`src/rtl/adder_pkg.sv`:
```
// Shared types for the adder_4bit result path.
package adder_pkg;

    localparam int IN_W = 5;

    typedef logic [IN_W-1:0] adder_res_t;

    typedef enum logic {EMPTY = 1'b0, FULL = 1'b1} acc_state_e;

endpackage

```
`src/rtl/adder_result_accumulator_if.sv`:
```
// Result input plus burst-total output port of the accumulator.
interface adder_result_accumulator_if #(
    parameter int SUM_W = 7,
    parameter int CNT_W = 8
);
    import adder_pkg::*;

    logic             valid;
    adder_res_t       c;
    logic             out_ready;
    logic             out_valid;
    logic [SUM_W-1:0] out_sum;
    logic             out_ovf;
    logic             drop_err;
    logic [CNT_W-1:0] burst_cnt;

    modport master (
        output valid, c, out_ready,
        input  out_valid, out_sum, out_ovf, drop_err, burst_cnt
    );

    modport slave (
        input  valid, c, out_ready,
        output out_valid, out_sum, out_ovf, drop_err, burst_cnt
    );

endinterface

```
`src/rtl/sat_adder.sv`:
```
// Zero-extending unsigned adder clamped to 2**S_W-1; sat flags the clamp.
module sat_adder #(
    parameter int A_W = 5,
    parameter int S_W = 7
) (
    input  logic [S_W-1:0] a,
    input  logic [A_W-1:0] b,
    output logic [S_W-1:0] sum,
    output logic           sat
);
    localparam int W_W = ((A_W > S_W) ? A_W : S_W) + 1;
    localparam logic [W_W-1:0] SAT_MAX = {{(W_W-S_W){1'b0}}, {S_W{1'b1}}};

    logic [W_W-1:0] wide_s;

    // Full-width sum, then clamp to the S_W-bit maximum
    always_comb begin
        wide_s = W_W'(a) + W_W'(b);
        if (wide_s > SAT_MAX) begin
            sum = SAT_MAX[S_W-1:0];
            sat = 1'b1;
        end else begin
            sum = wide_s[S_W-1:0];
            sat = 1'b0;
        end
    end

endmodule

```
`src/rtl/adder_result_accumulator.sv`:
```
// Sums BURST_LEN adder results per burst and offers each total on a valid/ready port.
// Accumulation never stalls; a total that finds the output still occupied is dropped.
module adder_result_accumulator
    import adder_pkg::*;
#(
    parameter int BURST_LEN = 4,
    parameter int SUM_W     = 7,
    parameter int CNT_W     = 8
) (
    input  logic                       clk,
    input  logic                       reset,
    adder_result_accumulator_if.slave  bus
);
    localparam int CW = (BURST_LEN > 1) ? $clog2(BURST_LEN) : 1;
    localparam logic [CW-1:0] LAST_IDX = CW'(BURST_LEN - 1);

    logic [SUM_W-1:0] acc_r;
    logic [CW-1:0]    cnt_r;
    logic             acc_ovf_r;
    acc_state_e       state_r;
    acc_state_e       state_nxt_s;
    logic [SUM_W-1:0] add_sum_s;
    logic             add_sat_s;
    logic             complete_s;
    logic             load_s;
    logic             accept_s;
    logic             drop_s;
    logic             out_valid_r;
    logic [SUM_W-1:0] out_sum_r;
    logic             out_ovf_r;
    logic             drop_err_r;
    logic [CNT_W-1:0] burst_cnt_r;

    // On the completing edge the same sum is both the burst total and the (discarded) acc update
    sat_adder #(.A_W(IN_W), .S_W(SUM_W)) u_sat_adder (
        .a   (acc_r),
        .b   (bus.c),
        .sum (add_sum_s),
        .sat (add_sat_s)
    );

    assign complete_s = bus.valid && (cnt_r == LAST_IDX);

    // Running burst accumulator and result counter
    always_ff @(posedge clk or posedge reset) begin
        if (reset) begin
            acc_r     <= '0;
            cnt_r     <= '0;
            acc_ovf_r <= 1'b0;
        end else if (complete_s) begin
            acc_r     <= '0;
            cnt_r     <= '0;
            acc_ovf_r <= 1'b0;
        end else if (bus.valid) begin
            acc_r     <= add_sum_s;
            cnt_r     <= cnt_r + CW'(1);
            acc_ovf_r <= acc_ovf_r | add_sat_s;
        end else begin
            acc_r     <= acc_r;
            cnt_r     <= cnt_r;
            acc_ovf_r <= acc_ovf_r;
        end
    end

    // Output-slot state register
    always_ff @(posedge clk or posedge reset) begin
        if (reset) begin
            state_r <= EMPTY;
        end else begin
            state_r <= state_nxt_s;
        end
    end

    // Output-slot next state: load, handshake and drop decisions
    always_comb begin
        state_nxt_s = state_r;
        load_s      = 1'b0;
        accept_s    = 1'b0;
        drop_s      = 1'b0;
        case (state_r)
            EMPTY: begin
                if (complete_s) begin
                    load_s      = 1'b1;
                    state_nxt_s = FULL;
                end else begin
                    state_nxt_s = EMPTY;
                end
            end
            FULL: begin
                if (bus.out_ready) begin
                    accept_s = 1'b1;
                    if (complete_s) begin
                        load_s      = 1'b1;
                        state_nxt_s = FULL;
                    end else begin
                        state_nxt_s = EMPTY;
                    end
                end else if (complete_s) begin
                    drop_s      = 1'b1;
                    state_nxt_s = FULL;
                end else begin
                    state_nxt_s = FULL;
                end
            end
            default: begin
                state_nxt_s = EMPTY;
            end
        endcase
    end

    // Registered outputs: held total, sticky drop flag, delivered-burst counter
    always_ff @(posedge clk or posedge reset) begin
        if (reset) begin
            out_valid_r <= 1'b0;
            out_sum_r   <= '0;
            out_ovf_r   <= 1'b0;
            drop_err_r  <= 1'b0;
            burst_cnt_r <= '0;
        end else begin
            out_valid_r <= (state_nxt_s == FULL);
            if (load_s) begin
                out_sum_r <= add_sum_s;
                out_ovf_r <= acc_ovf_r | add_sat_s;
            end else begin
                out_sum_r <= out_sum_r;
                out_ovf_r <= out_ovf_r;
            end
            drop_err_r  <= drop_err_r | drop_s;
            burst_cnt_r <= accept_s ? (burst_cnt_r + CNT_W'(1)) : burst_cnt_r;
        end
    end

    assign bus.out_valid = out_valid_r;
    assign bus.out_sum   = out_sum_r;
    assign bus.out_ovf   = out_ovf_r;
    assign bus.drop_err  = drop_err_r;
    assign bus.burst_cnt = burst_cnt_r;

endmodule

```
`src/flat_wrapper.sv`:
```
// flat-port wrapper written by rule: the top's interface ports become plain ports
module adder_result_accumulator_flat import adder_pkg::*;
#(
    parameter int BURST_LEN = 4,
    parameter int SUM_W     = 7,
    parameter int CNT_W     = 8
)
  (clk, reset, bus_valid, bus_c, bus_out_ready, bus_out_valid, bus_out_sum, bus_out_ovf, bus_drop_err, bus_burst_cnt);
  adder_result_accumulator_if #(.SUM_W(SUM_W), .CNT_W(CNT_W)) bus_i ();
  input  logic clk;
  input  logic reset;
  input wire logic [$bits(bus_i.valid)-1:0] bus_valid;
  input wire logic [$bits(bus_i.c)-1:0] bus_c;
  input wire logic [$bits(bus_i.out_ready)-1:0] bus_out_ready;
  output wire logic [$bits(bus_i.out_valid)-1:0] bus_out_valid;
  output wire logic [$bits(bus_i.out_sum)-1:0] bus_out_sum;
  output wire logic [$bits(bus_i.out_ovf)-1:0] bus_out_ovf;
  output wire logic [$bits(bus_i.drop_err)-1:0] bus_drop_err;
  output wire logic [$bits(bus_i.burst_cnt)-1:0] bus_burst_cnt;
  assign bus_i.valid = bus_valid;
  assign bus_i.c = bus_c;
  assign bus_i.out_ready = bus_out_ready;
  assign bus_out_valid = bus_i.out_valid;
  assign bus_out_sum = bus_i.out_sum;
  assign bus_out_ovf = bus_i.out_ovf;
  assign bus_drop_err = bus_i.drop_err;
  assign bus_burst_cnt = bus_i.burst_cnt;
  adder_result_accumulator #(.BURST_LEN(BURST_LEN), .SUM_W(SUM_W), .CNT_W(CNT_W)) u_core (.clk(clk), .reset(reset), .bus(bus_i));
endmodule
```
`config.mk`:
```
export PLATFORM = sky130hd
export DESIGN_NAME = adder_result_accumulator_flat
export DESIGN_NICKNAME = d
export VERILOG_FILES = /design/src/rtl/adder_pkg.sv /design/src/rtl/adder_result_accumulator_if.sv /design/src/rtl/sat_adder.sv /design/src/rtl/adder_result_accumulator.sv /design/src/flat_wrapper.sv
export SDC_FILE = /design/constraint.sdc
export NUM_CORES = 1
export LEC_CHECK = 0
export ABC_AREA = 1
export CELL_PAD_IN_SITES_DETAIL_PLACEMENT = 1
export CELL_PAD_IN_SITES_GLOBAL_PLACEMENT = 2
export CORE_MARGIN = 8
export CORE_UTILIZATION = 38
export CTS_CLUSTER_DIAMETER = 100
export DETAILED_ROUTE_END_ITERATION = 10
export DONT_BUFFER_PORTS = 1
export GPL_ROUTABILITY_DRIVEN = 1
export PLACE_DENSITY_LB_ADDON = 0.1
export SLEW_MARGIN = 40
export SYNTH_ARGS = -nofsm -noshare
export SYNTH_HDL_FRONTEND = slang
export SYNTH_SLANG_ARGS = --single-unit
```
`constraint.sdc`:
```
create_clock -name clk -period 3.7 [get_ports clk]
set_input_delay 0 -clock clk [delete_from_list [all_inputs] [get_ports clk]]
set_output_delay 0 -clock clk [all_outputs]
set_load 0.05 [all_outputs]
```
==> impl_summary.md, run 1 <==
Worst setup path
The kind of end point of the critical path is a register. The number of cells on the worst reg-to-reg path is 6. The kind of start point of the critical path is a register. The endpoint identified for the worst register-to-register timing path is u_core.bus.burst_cnt[7]$_DFFE_PP0P_. For the worst setup path, the data arrival time is 1.85 ns. The worst setup path is of the register to register kind. The required time at the endpoint of the critical path is approximately 3.8 ns. The startpoint of the most critical register-to-register path is u_core.state_r$_DFF_PP0_. Setup slack on the worst reg-to-reg path comes out at 1.99 ns. Of all nets on the critical path, the largest fanout is 3.

Route
After detailed routing, the number of remaining DRC violations is 0. In this run the remaining antenna-violating nets after routing total 0. In the routed layout, each cell is associated on average with a via count of around 4.7. The routed design has 3000 um of wire. For this run, the detailed router's first-pass iteration total came to 4.

The routed wirelength normalized by instance count is 13.5 um. For this block, the initial DRC count from the detailed router was 57. Summing over every cut layer, the via total after detailed routing is 1,048.

Place
Detailed placement ended at an HPWL of 2470 um. Timing analysis after detailed placement gives a worst setup slack of 1.98 ns. The placed instances occupy a cell area of 0.00146 mm2.

The number of input and output port buffers inserted is 0. The weighted congestion at the end of routability-driven global placement is 0.721.

GRT
For this run, global-route usage on met2 was measured as around a fifth. After global routing, the most crowded layer is met2. Global routing consumed, on the met1 layer, 12.7% of the routing resources. The met3 usage in global routing is 3.38%. Entering global routing, the biggest net connects 29 pins. The via count of the first global-routing pass is ~1,200. The initial antenna violation count is 0.

The global-route wire length before repair is 5420 um. The global-route congestion overflow total is 0. The combined global-route utilization of all metal layers is 10.9%.

Clock network
The CTS tree is yes. The clock latency on the worst-skew pair is approximately 0.27 ns. The level count of the clock H-tree is 1. The clock root buffer master is sky130_fd_sc_hd__clkbuf_8. CTS saw 28 sinks. The clock passes through at most 2 buffers.

The clock buffer count from CTS is 3. The clock-pin transition on the worst setup and hold timing paths is 0.09 ns.

Cells and area
The summed area of non-filler cells in the final layout is 0.00154 mm2. The fraction of the core area covered by cells at the end of the flow is 42.8%. The post-route netlist has 5.71% of its cells at a drive strength greater than 1. The net count of the finished layout is a little under 200. The number of antenna diodes in the final layout is 0. The growth of design area from synthesis to finish is 9.98%.

Power and ir drop
The overall power after layout is 1.37 mW. Across the VDD grid, the largest voltage drop is about 450 uV. Power spread over the standard cell area amounts to 888 mW/mm2.

In this run the static leakage power is just under 0.9 nW.

Run
The tool flagged a number of max-cap violations equal to 0.

Logic synthesis
The post-synthesis cell type with the largest combined area is sky130_fd_sc_hd__dfrtp_1. A synthesized cell averages just over 8 um2. The top cell type by area accounts for 49.9% of the synthesized area. During synthesis, Yosys emitted a total of 0 warnings. The post-synthesis cell count is around 170. The mapped netlist covers between 0.001 and 0.0015 mm2. The share of the yosys chip area belonging to registers is roughly 50%. Sorting the synthesized cells by area gives the leading types as sky130_fd_sc_hd__dfrtp_1 (50%), sky130_fd_sc_hd__nand2_1 (18%), sky130_fd_sc_hd__ha_1 (6.2%). The synthesized netlist contains 20 unique library cells. The synthesized net count is 186. After synthesis the netlist holds a flip-flop and latch count of 28.

Floorplan
The floorplan step set the die height to roughly 77 um. The floorplan step set the die width to 76.8 um. The core region is roughly 0.0036 mm2. Row generation in the floorplan step produced 22 rows. The total die area is 0.00590 mm2. For this configuration, the core starts out at a cell density of 38.9%. The boundary pin count is 27.

STA
The final number of hold-violating endpoints is 0. The worst path uses a little under half of the clock period. The pin slew with the least headroom to its limit is 0.578 ns. The worst-case clock skew is 0.00274 ns. The number of slew-limit violations in the final report is 0. Setup repair after global routing left no endpoint under its margin.

The number of failing setup endpoints in the final timing report is 0. The worst pin sits at a relative slew slack of between 60% and 70%. For the final routed database, the setup TNS stands at 0 ns.

The setup slack of the critical path after layout is 1.99 ns. The achievable frequency is between 0.5 and 0.6 GHz. The worst path needs 1.71 ns of the cycle, external delays included.

Worst hold path
The origin of the worst min-delay path is bus_c[0]. The end point of the most critical hold path is u_core.acc_r[0]$_DFFE_PP0P_. The type of the most critical hold path is primary input to register.

Along the worst hold path, the cell count comes to 3.

Run status
The flow ran to the end, and the final reports show no timing, DRC or antenna violations.
-- cell usage after synthesis (all sizes together) --
library cell  instances
or2                   1
nand2                68
inv                  23
buf                   1
nand4                 2
a21oi                 2
nand3                 8
dfrtp                28
o21bai                1
ha                    7
fa                    1
o21ai                 6
xor2                  5
xnor2                 5
nor2                  9
o22ai                 1
nor3                  1
-- worst max path at each step --
stage	start	to	cells past startpoint
after floorplan	u_core.state_r$_DFF_PP0_	u_core.bus.burst_cnt[7]$_DFFE_PP0P_	6
after global placement	u_core.state_r$_DFF_PP0_	u_core.bus.burst_cnt[7]$_DFFE_PP0P_	6
after detailed placement	u_core.state_r$_DFF_PP0_	u_core.bus.burst_cnt[7]$_DFFE_PP0P_	6
after CTS	u_core.state_r$_DFF_PP0_	u_core.bus.burst_cnt[7]$_DFFE_PP0P_	6
after global routing	u_core.acc_r[4]$_DFFE_PP0P_	u_core.bus.out_sum[6]$_DFFE_PP0P_	9
final	u_core.state_r$_DFF_PP0_	u_core.bus.burst_cnt[7]$_DFFE_PP0P_	6
-- worst max-delay path: stages, from the launching register on --
cell                      delay, ns
sky130_fd_sc_hd__dfrtp_1       0.66
sky130_fd_sc_hd__nand2_1       0.19
sky130_fd_sc_hd__inv_1         0.13
sky130_fd_sc_hd__nand4_1       0.13
sky130_fd_sc_hd__nor2_1        0.20
sky130_fd_sc_hd__nand3_1       0.11
sky130_fd_sc_hd__xnor2_1       0.16
-- cell families after synthesis --
group                      count (synthesis)  synth area share, %
and+or+nand+nor                           89                 25.8
adders and majority gates                  8                 7.66
AOI/OAI and AO/OA                         10                 3.83
buffers and inverters                     24                 6.51
xor gates and xnor gates                  10                 6.24
DFF                                       28                 49.9
-- sequential cells by signal, indices dropped and copies added, names as in the netlist --
register,count
u_core.state_r,1
u_core.bus.out_ovf,1
u_core.bus.drop_err,1
u_core.acc_r,7
u_core.bus.out_sum,7
u_core.cnt_r,2
u_core.acc_ovf_r,1
u_core.bus.burst_cnt,8
-- report_power, final --
group	switching [mW]	internal, mW	leakage (nW)
clock	0.0873	0.0951	0.0288
combinational	0.256	0.161	0.480
sequential	0.353	0.419	0.356
-- what timing repair did --
item | 4_1_cts | 5_1_grt
resized for setup | 0 | 0
setup buffers | 0 | 0
endpoints found under the hold margin | 42 | 0
hold buffers | 3 | 0
-- final cells by class --
type | instances | area [um2]
clock buffers | 4 | 55.1
flip-flops and latches | 28 | 701
multi-input cells | 117 | 612
fillers | 444 | 2060
inverters | 23 | 86.3
well taps | 48 | 60.1
repair buffers | 3 | 30.0
-- metrics by stage --
stage / cells / hold WS, ns
finish: 223 / 0.0717
detailed placement: 216 / -0.0199
global route: 223 / 0.112
global placement: 216 / 0.109
CTS: 223 / 0.0736
floorplan: 169 / 0.0654
-- cells in the final DEF (no fill, tap or decap), drive strengths merged --
cell type,netlist,final
o21bai,1,1
inv,23,23
nor3,1,1
nand2,68,68
xor2,5,5
a21oi,2,2
o22ai,1,1
clkbuf,0,4
nand4,2,2
dfrtp,28,28
nand3,8,8
or2,1,1
fa,1,1
nor2,9,9
ha,7,7
o21ai,6,6
xnor2,5,5
dlygate4sd3,0,3
-- layer usage --
layer / routed length [um] / vias to the layer above
met5: 0 / -
met4: 14 / 0
met3: 155 / 2
met2: 1500 / 16
met1: 1330 / 498
li1: - / 532
Power figures use the tool's default switching activity.
==> run 2, diff against run 1 <==
--- a/config.mk
+++ b/config.mk
@@ -5,7 +5,7 @@
 export SDC_FILE = /design/constraint.sdc
 export NUM_CORES = 1
 export LEC_CHECK = 0
-export ABC_AREA = 1
+export ABC_AREA = 0
 export CELL_PAD_IN_SITES_DETAIL_PLACEMENT = 1
 export CELL_PAD_IN_SITES_GLOBAL_PLACEMENT = 2
 export CORE_MARGIN = 8
==> constraint.sdc (replaced) <==
create_clock -name clk -period 1.75 [get_ports clk]
set_input_delay 0 -clock clk [delete_from_list [all_inputs] [get_ports clk]]
set_output_delay 0 -clock clk [all_outputs]
set_load 0.05 [all_outputs]
==> impl_summary.md, run 2 <==
Worst hold path
The origin of the worst min-delay path is bus_valid (was bus_c[0]). The number of cells on the worst hold path is 1 (was 3). The end point of the most critical hold path is u_core.acc_r[6]$_DFFE_PP0P_ (was u_core.acc_r[0]$_DFFE_PP0P_).

The type of the most critical hold path is primary input to register (unchanged).

Cells and area
The flip-flop count of the largest register after layout was 8 (unchanged). Highest-count cells in the layout ignoring fill and taps: sky130_fd_sc_hd__dfrtp_1 (28), sky130_fd_sc_hd__buf_4 (18), sky130_fd_sc_hd__nand2_1 (16) (was sky130_fd_sc_hd__nand2_1 (67), sky130_fd_sc_hd__dfrtp_1 (28), sky130_fd_sc_hd__inv_1 (20)). The fraction of final layout cells sized beyond drive strength 1 was 28.6% (was 5.71%). The growth of design area from synthesis to finish is 28.3% (was 9.98%). The net count of the finished layout is 180 (was 193). The summed area of non-filler cells in the final layout came to 0.00176 mm2 (was 0.00154 mm2).

The most common cell after layout, fill and taps aside was sky130_fd_sc_hd__dfrtp_1 (was sky130_fd_sc_hd__nand2_1). The antenna diode count was 0 (unchanged).

GRT
The largest net degree at the start of global routing is 22 (was 29). The global-route wire length before repair is 5640 um (was 5420 um). The global-route congestion overflow total is 0 (unchanged). The initial antenna violation count is 0 (unchanged). The combined global-route utilization of all metal layers is 11.8% (was 10.9%). The via count of the first global-routing pass is 1,164 (was 1,151).

Logic synthesis
The fraction of registers with async set/reset is 100% (unchanged). The flip-flop cell with the highest count after synthesis is sky130_fd_sc_hd__dfrtp_1 (unchanged). The mean post-synth cell area came to 10.2 um2 (was 8.31 um2). The post-synthesis cell type with the largest combined area is sky130_fd_sc_hd__dfrtp_1 (unchanged). The most frequent cell after synthesis was sky130_fd_sc_hd__dfrtp_1 (was sky130_fd_sc_hd__nand2_1). The distinct cell type count after synthesis is 31 (was 20).

The synthesized net count is 151 (was 186). The cell area after synthesis was 0.00137 mm2 (was 0.00140 mm2). The total of flip-flops plus latches after synthesis is 28 (unchanged). The number of warning messages in the yosys log is 0 (unchanged). The share of the synthesized area in the top cell type was 51.0% (was 49.9%). Leading post-synthesis cells by cell area: sky130_fd_sc_hd__dfrtp_1 (51%), sky130_fd_sc_hd__ha_1 (6.4%), sky130_fd_sc_hd__nand2_1 (4.4%) (was sky130_fd_sc_hd__dfrtp_1 (50%), sky130_fd_sc_hd__nand2_1 (18%), sky130_fd_sc_hd__ha_1 (6.2%)). The number of flops mapped to enable cells by yosys is 0 (unchanged).

Commonest cells post-synth: sky130_fd_sc_hd__dfrtp_1 (28), sky130_fd_sc_hd__nand2_1 (16), sky130_fd_sc_hd__nor2_1 (11), sky130_fd_sc_hd__inv_1 (9), sky130_fd_sc_hd__o21ai_1 (9) (was sky130_fd_sc_hd__nand2_1 (67), sky130_fd_sc_hd__dfrtp_1 (28), sky130_fd_sc_hd__inv_1 (21), sky130_fd_sc_hd__nand3_1 (8), sky130_fd_sc_hd__nor2_1 (8)). The post-synthesis cell count is 134 (was 169). The share of the yosys chip area belonging to registers came to 51.0% (was 49.9%).

Route
The DRC violation count after routing is 0 (unchanged). The final wirelength is 3240 um (was 3000 um). The total vias in the final route is 1,072 (was 1,048). The number of design-rule violations left by the first detailed-router iteration is 13 (was 57). The number of iterations in the first detailed-routing pass is 4 (unchanged). The number of nets still failing antenna checks after routing is 0 (unchanged). The post-detailed-route via-to-cell ratio is 5.13 (was 4.70). The routed wirelength normalized by instance count is 15.5 um (was 13.5 um).

Worst setup path
The data arrival time of the worst path is 1.98 ns (was 1.85 ns). The startpoint of the most critical register-to-register path is u_core.acc_r[0]$_DFFE_PP0P_ (was u_core.state_r$_DFF_PP0_). The endpoint of the lowest-slack register-to-register path is u_core.acc_r[6]$_DFFE_PP0P_ (was u_core.bus.burst_cnt[7]$_DFFE_PP0P_). The number of cells on the worst reg-to-reg path is 8 (was 6). The category of the critical setup timing path was register to register (unchanged). The highest fanout seen on the critical path is 3 (unchanged).

The worst reg-to-reg setup slack is 0.008 ns (was 1.99 ns). The kind of end point of the critical path was a register (unchanged). The kind of start point of the critical path is a register (unchanged). The required time at the endpoint of the critical path is 1.98 ns (was 3.84 ns).

Run status
Outcome: finished with violations (was complete, no violations). The final reports fail on negative hold slack.

Run
The max-capacitance violation count came to 0 (unchanged).

Floorplan
The core box area is 0.00358 mm2 (was 0.00361 mm2). The effective utilization at floorplan is 38.4% (was 38.9%). The site row count was 22 (unchanged). The width of the die was 76.1 um (was 76.8 um). The boundary pin count is 27 (unchanged).

The height of the die is 76.1 um (was 76.8 um). The total die area came to 0.00579 mm2 (was 0.00590 mm2).

STA
The number of failing setup endpoints in the final timing report is 0 (unchanged). The final critical-path share of the clock period is 99.5% (was 46.3%). The final critical delay including setup and external delays came to 1.74 ns (was 1.71 ns). The worst hold margin is -0.260 ns (was 0.0717 ns). The tightest slew margin relative to the limit is 62.2% (was 61.4%). The final number of hold-violating endpoints is 9 (was 0). The worst-case clock skew came to 0.00893 ns (was 0.00274 ns). The setup TNS is 0 ns (unchanged). The pin slew with the least headroom to its limit was 0.565 ns (was 0.578 ns).

The achievable frequency was 0.574 GHz (was 0.584 GHz). The number of slew-limit violations in the final report is 0 (unchanged). Unrepaired setup endpoints after global routing: true (was false). The setup slack of the critical path after layout is 0.00846 ns (was 1.99 ns).

Clock network
The clock latency on the worst-skew pair came to 0.32 ns (was 0.27 ns). The CTS tree is yes (unchanged). The clock buffer count from CTS is 3 (unchanged).

The number of buffers on the longest clock path was 2 (unchanged). The level count of the clock H-tree came to 1 (unchanged). The CTS sink count is 28 (unchanged). The number of buffers added to fix hold violations after cts is 6 (was 3). The clock root buffer master is sky130_fd_sc_hd__clkbuf_4 (was sky130_fd_sc_hd__clkbuf_8).

The clock-pin transition on the worst setup and hold timing paths is 0.14 ns (was 0.09 ns).

Power and ir drop
The portion of total power attributed to the clock network is 7.8% (was 13.3%). The sequential share of power was 37.6% (was 56.3%). The switching power is 1.59 mW (was 0.696 mW). The combinational cell fraction of total power is 54.6% (was 30.4%).

The leakage power of the design came to 0.803 nW (was 0.865 nW). The proportion of total power due to net switching is 47.8% (was 50.8%). The maximum vdd drop is 670 uV (was 448 uV).

The cell-internal power is 1.74 mW (was 0.675 mW). The power per standard cell area was 1890 mW/mm2 (was 888 mW/mm2).

Place
The weighted congestion at the end of routability-driven global placement is 0.753 (was 0.721). The instance area after placement is 0.00155 mm2 (was 0.00146 mm2). The number of input and output port buffers inserted was 0 (unchanged).

The detailed placer's ending HPWL is 2430 um (was 2470 um). The minimum setup slack after placement is -0.117 ns (was 1.98 ns).
run 2: repair_timing:
action                                  4_1_cts  5_1_grt
pin swaps                                     4        8
endpoints found under the setup margin        6       15
setup buffers                                 1        2
endpoints found under the hold margin        41        8
resized for setup                             9       13
run 2: worst max-delay path, stage by stage, from the launching register on:
cell                       delay (ns)
sky130_fd_sc_hd__dfrtp_1         0.37
sky130_fd_sc_hd__ha_2            0.19
sky130_fd_sc_hd__inv_1           0.05
sky130_fd_sc_hd__fa_2            0.34
sky130_fd_sc_hd__nand2b_4        0.17
sky130_fd_sc_hd__a21oi_4         0.13
sky130_fd_sc_hd__o21a_1          0.18
sky130_fd_sc_hd__a31o_1          0.15
sky130_fd_sc_hd__a21oi_1         0.06
run 2: per-stage QoR:
step	std cells	utilization (%)	power [mW]	hold WS, ns
final	209	49.2	3.33	-0.260
after global routing	209	49.2	3.58	-0.276
after floorplan	134	-	2.32	0.0654
after CTS	207	46.9	3.17	-0.265
after detailed placement	197	43.4	2.78	-0.147
after global placement	197	43.4	2.72	-0.152
run 2: worst max path at each step:
| stage | from | end | slack, ns | cells after the start |
|---|---|---|---|---|
| final | u_core.acc_r[0]$_DFFE_PP0P_ | u_core.acc_r[6]$_DFFE_PP0P_ | 0.008 | 8 |
| after detailed placement | u_core.acc_r[0]$_DFFE_PP0P_ | u_core.acc_r[6]$_DFFE_PP0P_ | -0.12 | 8 |
| after global placement | u_core.acc_r[0]$_DFFE_PP0P_ | u_core.acc_r[6]$_DFFE_PP0P_ | -0.10 | 8 |
| after CTS | u_core.acc_r[0]$_DFFE_PP0P_ | u_core.acc_r[6]$_DFFE_PP0P_ | -0.01 | 8 |
| after floorplan | u_core.acc_r[0]$_DFFE_PP0P_ | u_core.acc_r[6]$_DFFE_PP0P_ | 0.04 | 8 |
| after global routing | u_core.acc_r[0]$_DFFE_PP0P_ | u_core.acc_r[6]$_DFFE_PP0P_ | -0.07 | 8 |
run 2: metal layers:
metal  wire length, um  part of all wire (%)  track usage, %
met3               173                   5.3            2.59
met4                48                   1.5            4.62
met2              1560                    48            20.1
met5                 0                     0               0
met1              1460                    45            13.9
run 2: kinds of logic (layout without fill, tap and decap cells):
kind of cell               after synthesis  after routing  share of synthesized area, %
buffers and inverters                   11             38                          3.01
xor gates and xnor gates                 9              9                          5.74
DFF                                     28             28                          51.0
and+or+nand+nor                         40             40                          13.3
AOI/OAI and AO/OA                       34             34                          16.0
muxes                                    4              4                          3.10
adders and majority gates                8              8                          7.84
run 2: power groups by stage:
stage | registers, mW | logic [mW] | clock network, mW
global placement | 1.23 | 1.49 | 0
floorplan | 1.57 | 0.743 | 0
detailed placement | 1.25 | 1.52 | 0
finish | 1.25 | 1.82 | 0.261
CTS | 1.24 | 1.66 | 0.270
global route | 1.30 | 1.99 | 0.295
run 2: area by class of cell:
type,count,area (um2)
clock buffer,3,22.5
fill,401,1820
inverter,9,33.8
multi-input combinational,95,726
sequential,28,701
tap,48,60.1
timing repair buffer,26,218
